### src/rtl/fpu_mul_seq_pkg.sv
// Shared types and constants for the FPU multiply pipeline sequencer.
package fpu_mul_seq_pkg;

   localparam int unsigned MUL_STAGES   = 6;
   localparam int unsigned MUL_TAG_W    = 5;
   localparam int unsigned CLKEN_HOLD_W = 4;

   localparam int unsigned M1 = 0;
   localparam int unsigned M2 = 1;
   localparam int unsigned M3 = 2;
   localparam int unsigned M4 = 3;
   localparam int unsigned M5 = 4;
   localparam int unsigned M6 = 5;

   typedef struct packed {
      logic                 vld;
      logic                 dbl;
      logic [MUL_TAG_W-1:0] tag;
   } stage_t;

endpackage

### src/rtl/fpu_mul_clken_hold.sv
// Keeps the multiply pipe clock enabled while work is pending and for
// CLKEN_HOLD cycles after the pipe drains.
module fpu_mul_clken_hold
   import fpu_mul_seq_pkg::*;
#(
   parameter int unsigned CLKEN_HOLD = 3
) (
   input  logic rclk,
   input  logic arst_l,
   input  logic pipe_busy,
   input  logic req,
   output logic fmul_clken_l
);

   logic [CLKEN_HOLD_W-1:0] hold_q;

   // Reloaded on every busy edge, so the value seen after the drain edge is CLKEN_HOLD.
   always_ff @(posedge rclk or negedge arst_l) begin
      if (!arst_l) begin
         hold_q <= '0;
      end else if (pipe_busy) begin
         hold_q <= CLKEN_HOLD_W'(CLKEN_HOLD);
      end else if (hold_q != '0) begin
         hold_q <= hold_q - CLKEN_HOLD_W'(1);
      end
   end

   assign fmul_clken_l = ~(req | pipe_busy | (hold_q != '0));

endmodule

### src/rtl/fpu_mul_pipe_seq.sv
// Multiply pipeline sequencer: tracks valid/precision/tag through m1..m6,
// generates the pipe step, precision decodes and the pipe clock enable.
module fpu_mul_pipe_seq
   import fpu_mul_seq_pkg::*;
#(
   parameter int unsigned TAG_W      = MUL_TAG_W,
   parameter int unsigned CLKEN_HOLD = 3
) (
   input  logic                  rclk,
   input  logic                  arst_l,
   input  logic                  inq_mul_vld,
   input  logic                  inq_mul_dbl,
   input  logic [TAG_W-1:0]      inq_mul_tag,
   output logic                  mul_inq_rdy,
   input  logic                  mul_flush,
   input  logic                  arb_mul_rdy,
   output logic                  mul_out_vld,
   output logic [TAG_W-1:0]      mul_out_tag,
   output logic                  mul_out_dbl,
   output logic                  m6stg_step,
   output logic                  m1stg_dblop,
   output logic                  m1stg_dblop_inv,
   output logic                  m5stg_fmuls,
   output logic                  m5stg_fmulda,
   output logic [MUL_STAGES-1:0] mul_stg_vld,
   output logic                  fmul_clken_l
);

   stage_t                  stage_q [MUL_STAGES];
   stage_t                  in_stage;
   logic [MUL_STAGES-1:0]   vld_c;
   logic                    accept;
   logic                    pipe_busy;
   logic                    clk_en_lat;
   logic                    gclk;

   always_comb begin
      vld_c = '0;
      for (int k = 0; k < MUL_STAGES; k++) begin
         vld_c[k] = stage_q[k].vld;
      end
   end

   assign pipe_busy   = |vld_c;
   assign m6stg_step  = ~(stage_q[M6].vld & ~arb_mul_rdy) | mul_flush;
   assign mul_inq_rdy = m6stg_step & ~mul_flush;
   assign accept      = inq_mul_vld & mul_inq_rdy;

   always_comb begin
      in_stage     = '0;
      in_stage.vld = accept;
      in_stage.dbl = inq_mul_dbl;
      in_stage.tag = MUL_TAG_W'(inq_mul_tag);
   end

   // Glitch-free gate: enable is captured while rclk is low.
   always_latch begin
      if (!rclk) begin
         clk_en_lat <= ~fmul_clken_l;
      end
   end

   assign gclk = rclk & clk_en_lat;

   // Whole pipe advances together; flush only kills validity.
   always_ff @(posedge gclk or negedge arst_l) begin
      if (!arst_l) begin
         for (int k = 0; k < MUL_STAGES; k++) begin
            stage_q[k] <= '0;
         end
      end else if (mul_flush) begin
         for (int k = 0; k < MUL_STAGES; k++) begin
            stage_q[k].vld <= 1'b0;
         end
      end else if (m6stg_step) begin
         stage_q[M1] <= in_stage;
         stage_q[M2] <= stage_q[M1];
         stage_q[M3] <= stage_q[M2];
         stage_q[M4] <= stage_q[M3];
         stage_q[M5] <= stage_q[M4];
         stage_q[M6] <= stage_q[M5];
      end
   end

   assign mul_out_vld     = stage_q[M6].vld;
   assign mul_out_tag     = TAG_W'(stage_q[M6].tag);
   assign mul_out_dbl     = stage_q[M6].dbl;
   assign mul_stg_vld     = vld_c;
   assign m1stg_dblop     = stage_q[M1].vld & stage_q[M1].dbl;
   assign m1stg_dblop_inv = ~m1stg_dblop;
   assign m5stg_fmuls     = stage_q[M5].vld & ~stage_q[M5].dbl;
   assign m5stg_fmulda    = stage_q[M5].vld & stage_q[M5].dbl;

   fpu_mul_clken_hold #(
      .CLKEN_HOLD (CLKEN_HOLD)
   ) u_clken_hold (
      .rclk         (rclk),
      .arst_l       (arst_l),
      .pipe_busy    (pipe_busy),
      .req          (inq_mul_vld),
      .fmul_clken_l (fmul_clken_l)
   );

endmodule

### config.mk
export PLATFORM = sky130hd
export DESIGN_NAME = fpu_mul_pipe_seq
export DESIGN_NICKNAME = d
export VERILOG_FILES = /design/src/rtl/fpu_mul_seq_pkg.sv /design/src/rtl/fpu_mul_clken_hold.sv /design/src/rtl/fpu_mul_pipe_seq.sv
export SDC_FILE = /design/constraint.sdc
export NUM_CORES = 1
export LEC_CHECK = 0
export CAP_MARGIN = 15
export CELL_PAD_IN_SITES_DETAIL_PLACEMENT = 2
export CELL_PAD_IN_SITES_GLOBAL_PLACEMENT = 2
export CORE_AREA = 2 2 71 73
export CTS_CLUSTER_DIAMETER = 30
export CTS_CLUSTER_SIZE = 25
export DETAILED_ROUTE_END_ITERATION = 16
export DIE_AREA = 0 0 73 75
export DONT_BUFFER_PORTS = 1
export PLACE_DENSITY = 0.74
export REMOVE_ABC_BUFFERS = 1
export SETUP_SLACK_MARGIN = 0.5
export SYNTH_ARGS = -nofsm -noshare
export SYNTH_HDL_FRONTEND = slang
export SYNTH_SLANG_ARGS = --single-unit
### constraint.sdc
create_clock -name rclk -period 1.8 [get_ports rclk]
set_clock_uncertainty 0.05 [all_clocks]
set_input_delay 0.36 -clock rclk [delete_from_list [all_inputs] [get_ports rclk]]
set_output_delay 0.36 -clock rclk [all_outputs]
set_load 0.05 [all_outputs]
==> impl_metrics.env, run 1 <==
export IMPL_status="aborted with a tool error"
export IMPL_failing_step="global routing (5_1_grt)"
export IMPL_tool_error="[ERROR DPL-0033] detailed placement checks failed during check placement."
export IMPL_yosysMostFrequentCell="dfrtp_1"
export IMPL_yosys_warnings=0
export IMPL_fp_dieW_um=73
export IMPL_synth_distinct_cells=25
export IMPL_initial_core_util=0.423
export IMPL_muxShareOfSynthArea=0.216
export IMPL_yosys_area_top_type="dfrtp_1"
export IMPL_synth_xor_xnor_area_share=0.00445
export IMPL_synth_adder_area_share=0.0127
export IMPL_worst_path_end_type="primary output"
export IMPL_hpwlAfterDp_um=2550
export IMPL_synth_common_cells="dfrtp_1 (46), mux2_1 (36), buf_4 (11)"
export IMPL_ys_ff_latch=47
export IMPL_avgSynthCellArea_um2=14.4
export IMPL_netlist_instances=137
export IMPL_rows=25
export IMPL_port_buffers=0
export IMPL_fp_dieH_um=75
export IMPL_grt_max_degree=47
export IMPL_synthSimpleGateAreaFrac=0.0775
export IMPL_ios=31
export IMPL_postSynth_asyncResetShare=0.979
export IMPL_postGrtWorstEndpoint="fmul_clken_l"
export IMPL_synth_edf_count=0
export IMPL_synth_top_family_by_area="multiplexers"
export IMPL_place_congestion=0.778
export IMPL_antenna_found_initial=0
export IMPL_synth_top_area_frac=0.584
export IMPL_syn_area_mm2=0.00197
export IMPL_synthFlopType="dfrtp_1"
export IMPL_synth_compound_area_share=0.0248
export IMPL_synth_area_top_cells="dfrtp_1 (58%), mux2_1 (21%), buf_4 (4.2%)"
==> logic make-up after synthesis <==
group,after synthesis
AO/OA/AOI/OAI,6
buffers and inverters,19
XOR/XNOR,1
AND/OR/NAND/NOR,24
latches,1
flip-flops,46
adder cells (fa/ha/maj),2
multiplexers,38
==> timing repair <==
action,in CTS
setup buffers,13
endpoints found under the hold margin,55
pin swaps,8
hold buffers,10
setup endpoints to repair,65
gates cloned,4
gates resized for setup,90
==> per-stage QoR <==
stage	setup slack (ns)	instance area, um^2	cells	hold WS [ns]	setup TNS [ns]
after CTS	-0.545	2920	239	0.0292	-1.99
after detailed placement	0	2100	196	0.0151	0
after global placement	0	2100	196	0.0158	0
after floorplan	-0.809	1840	122	0.0144	-30.12
==> run 2, diff against run 1 <==
==> config.mk (replaced) <==
export PLATFORM = sky130hd
export DESIGN_NAME = fpu_mul_pipe_seq
export DESIGN_NICKNAME = d
export VERILOG_FILES = /design/src/rtl/fpu_mul_seq_pkg.sv /design/src/rtl/fpu_mul_clken_hold.sv /design/src/rtl/fpu_mul_pipe_seq.sv
export SDC_FILE = /design/constraint.sdc
export NUM_CORES = 1
export LEC_CHECK = 0
export CAP_MARGIN = 15
export CORE_AREA = 2 2 79 81
export DETAILED_ROUTE_END_ITERATION = 16
export DIE_AREA = 0 0 81 83
export DONT_BUFFER_PORTS = 1
export PLACE_DENSITY_LB_ADDON = 0.15
export REMOVE_ABC_BUFFERS = 1
export SYNTH_ARGS = -nofsm -noshare
export SYNTH_HDL_FRONTEND = slang
export SYNTH_SLANG_ARGS = --single-unit
==> run 2 against run 1 <==
Compared with the run above: the flow now finishes, with violations (negative setup slack); synthesized cell count did not move; synthesized area did not move.
==> impl_metrics.env, run 2 <==
export IMPL_pwr_share_seq=0.449
export IMPL_path_max_fanout=2
export IMPL_fin_crit_ns=2.36
export IMPL_arrival_ns=1.95
export IMPL_synth_area_top_cells="dfrtp_1 (58%), mux2_1 (21%), buf_4 (4.2%)"
export IMPL_timing_hold_ws_ns=0.0584
export IMPL_drc=0
export IMPL_vias=1163
export IMPL_clk_pin_slew_ns=0.07
export IMPL_grt_pass1_wl_um=5650
export IMPL_gr_total_overflow=0
export IMPL_cp_data_required_time_ns=1.39
export IMPL_hold_violations=0
export IMPL_fp_dieW_um=81
export IMPL_tightestPinTransition_ns=0.494
export IMPL_syn_area_mm2=0.00197
export IMPL_setup_tns_ns=-1.87
export IMPL_min_path_type="input pin to register"
export IMPL_syn2layout_area_growth_pct=35.5
export IMPL_clk_latency_ns=0.66
export IMPL_cp_top_family="simple AND/OR/NAND/NOR gates"
export IMPL_nNetsFinal=191
export IMPL_regMostFlops="stage_q"
export IMPL_synth_compound_area_share=0.0248
export IMPL_end_kind="primary output"
export IMPL_p_switching_mw=1.00
export IMPL_via_per_inst=4.56
export IMPL_synth_common_cells="dfrtp_1 (46), mux2_1 (36), buf_4 (11)"
export IMPL_critPathMaxStageDelay_ns=0.39
export IMPL_synthSimpleGateAreaFrac=0.0775
export IMPL_placed_area_mm2=0.00211
export IMPL_postSynth_asyncResetShare=0.979
export IMPL_final_cell_mix="dfrtp_1 (46), mux2_1 (36), buf_4 (18)"
export IMPL_path_cells="inv_2, ha_4, or3b_4, nor3_4, buf_6"
export IMPL_vdd_drop_max_v=0.000928
export IMPL_final_common_cell="dfrtp_1"
export IMPL_wl_per_cell_um=13.4
export IMPL_intPower_mw=2.47
export IMPL_fp_dieH_um=83
export IMPL_leakagePower_nw=1.20
export IMPL_dp_cells=215
export IMPL_violations="negative setup slack"
export IMPL_drt_iter0_markers=71
export IMPL_power_density_mw_per_mm2=1300
export IMPL_grt_pass1_vias=1241
export IMPL_slew_violations=0
export IMPL_p_sw_frac=0.289
export IMPL_p_comb_frac=0.181
export IMPL_nFillCells=549
export IMPL_crit_type="register to primary output"
export IMPL_largest_register_ffs=30
export IMPL_synth_top_area_frac=0.584
export IMPL_synth_adder_area_share=0.0127
export IMPL_ios=31
export IMPL_status="finished, violations left"
export IMPL_drive_gt1_frac=0.344
export IMPL_power_frac_clock=0.370
export IMPL_critPathBufInv=2
export IMPL_cts_tree="built"
export IMPL_core_area_mm2=0.00582
export IMPL_die_area_mm2=0.00672
export IMPL_netlist_instances=137
export IMPL_avgSynthCellArea_um2=14.4
export IMPL_finalSetupViolCount=8
export IMPL_max_cap_violations=0
export IMPL_antenna_found_initial=0
export IMPL_synth_top_family_by_area="multiplexers"
export IMPL_wl_um=3420
export IMPL_rsz0062_at_grt="true"
export IMPL_synth_xor_xnor_area_share=0.00445
export IMPL_grt_max_degree=47
export IMPL_hpwlAfterDp_um=2110
export IMPL_synthFlopType="dfrtp_1"
export IMPL_power_mw=3.47
export IMPL_yosysMostFrequentCell="dfrtp_1"
export IMPL_finalCritPeriodShare=1.31
export IMPL_yosys_area_top_type="dfrtp_1"
export IMPL_instances_no_fill=255
export IMPL_place_congestion=0.633
export IMPL_cp_start_kind="register"
export IMPL_slew_headroom=0.671
export IMPL_max_clock_freq_mhz=424
export IMPL_timing_final_ws_setup_ns=-0.556
export IMPL_rows=28
export IMPL_synth_distinct_cells=25
export IMPL_ys_ff_latch=47
export IMPL_stdcell_area_mm2=0.00267
export IMPL_muxShareOfSynthArea=0.216
export IMPL_ant_nets=0
export IMPL_drt_pass1_iter_count=4
export IMPL_n_antenna_cell=0
export IMPL_port_buffers=0
export IMPL_yosys_warnings=0
export IMPL_grt_use_total=0.110
export IMPL_synth_edf_count=0
export IMPL_initial_core_util=0.339
export IMPL_crit_slowest_cell="or3b_4"
[run 2: tightest hold or removal path: cells and delay by family]
family | cells | cell delay [ns]
simple gates | 1 | 0.02
compound gates | 1 | 0.17
buf+inv | 1 | 0.14
[run 2: layer usage]
metal	global-route usage	up-vias	share of wire
met5	0	-	0
met4	0.0601	0	0.015
met3	0.0489	10	0.052
met2	0.176	32	0.52
met1	0.121	584	0.41
li1	-	537	-
[run 2: final timing paths]
| path | from | end | slack [ns] | cells after the start |
|---|---|---|---|---|
| setup / recovery | u_clken_hold.hold_q[0] | fmul_clken_l | -0.56 | 5 |
| hold / removal | mul_flush | mul_stg_vld[1] | 0.06 | 3 |
| setup reg to reg | u_clken_hold.hold_q[0] | clk_en_lat | 0 | 5 |
| hold reg to reg | stage_q[30] | stage_q[30] | 0.44 | 1 |
| max in group gated | clk_en_lat | clock gate | -0.39 | 1 |
| max in group asynchronous | arst_l | stage_q[37] | 1.31 | 2 |
| min in group asynchronous | arst_l | u_clken_hold.hold_q[2] | 0.17 | 2 |
| min in group gated | clk_en_lat | clock gate | 0.73 | 0 |
[run 2: cell type report]
class,count,area [um^2],share of cell area
clock inverter,2,37.5,0.0141
clock buffer,16,200,0.0750
tap,75,93.8,0.0352
inverter,4,15.0,0.00563
sequential,47,1170,0.437
multi-input combinational,71,713,0.267
timing repair buffer,40,443,0.166
[run 2: cells by family (layout without fill, tap and decap cells)]
| kind of cell | Yosys count | after routing |
|---|---|---|
| compound gates | 6 | 6 |
| xor+xnor | 1 | 1 |
| fa+ha+maj | 2 | 2 |
| buf+inv | 19 | 62 |
| flops | 46 | 46 |
| latches | 1 | 1 |
| mux | 38 | 38 |
| simple gates | 24 | 24 |
[run 2: metrics by stage]
stage / util / worst slack [ns]
2_1_floorplan: - / -0.809
3_3_place_gp: 0.363 / 0
3_5_place_dp: 0.363 / -0.00441
4_1_cts: 0.446 / -0.618
5_1_grt: 0.459 / -0.616
6_report: 0.459 / -0.556
[run 2: repair_timing]
item,4_1_cts,5_1_grt
hold buffers,10,0
resized for setup,22,10
setup buffers,7,5
hold endpoints to repair,55,0
endpoints found under the setup margin,8,9
pin swaps,3,3
[run 2: power groups by stage]
stage	registers [mW]	clock network, mW	logic, mW
final	1.56	1.28	0.630
after global routing	1.59	1.40	0.687
after CTS	1.56	1.34	0.585
after detailed placement	1.57	0.156	0.441
after global placement	1.56	0.156	0.400
after floorplan	1.55	0.156	0.303
Note: power is estimated with default switching activity, not from simulation.
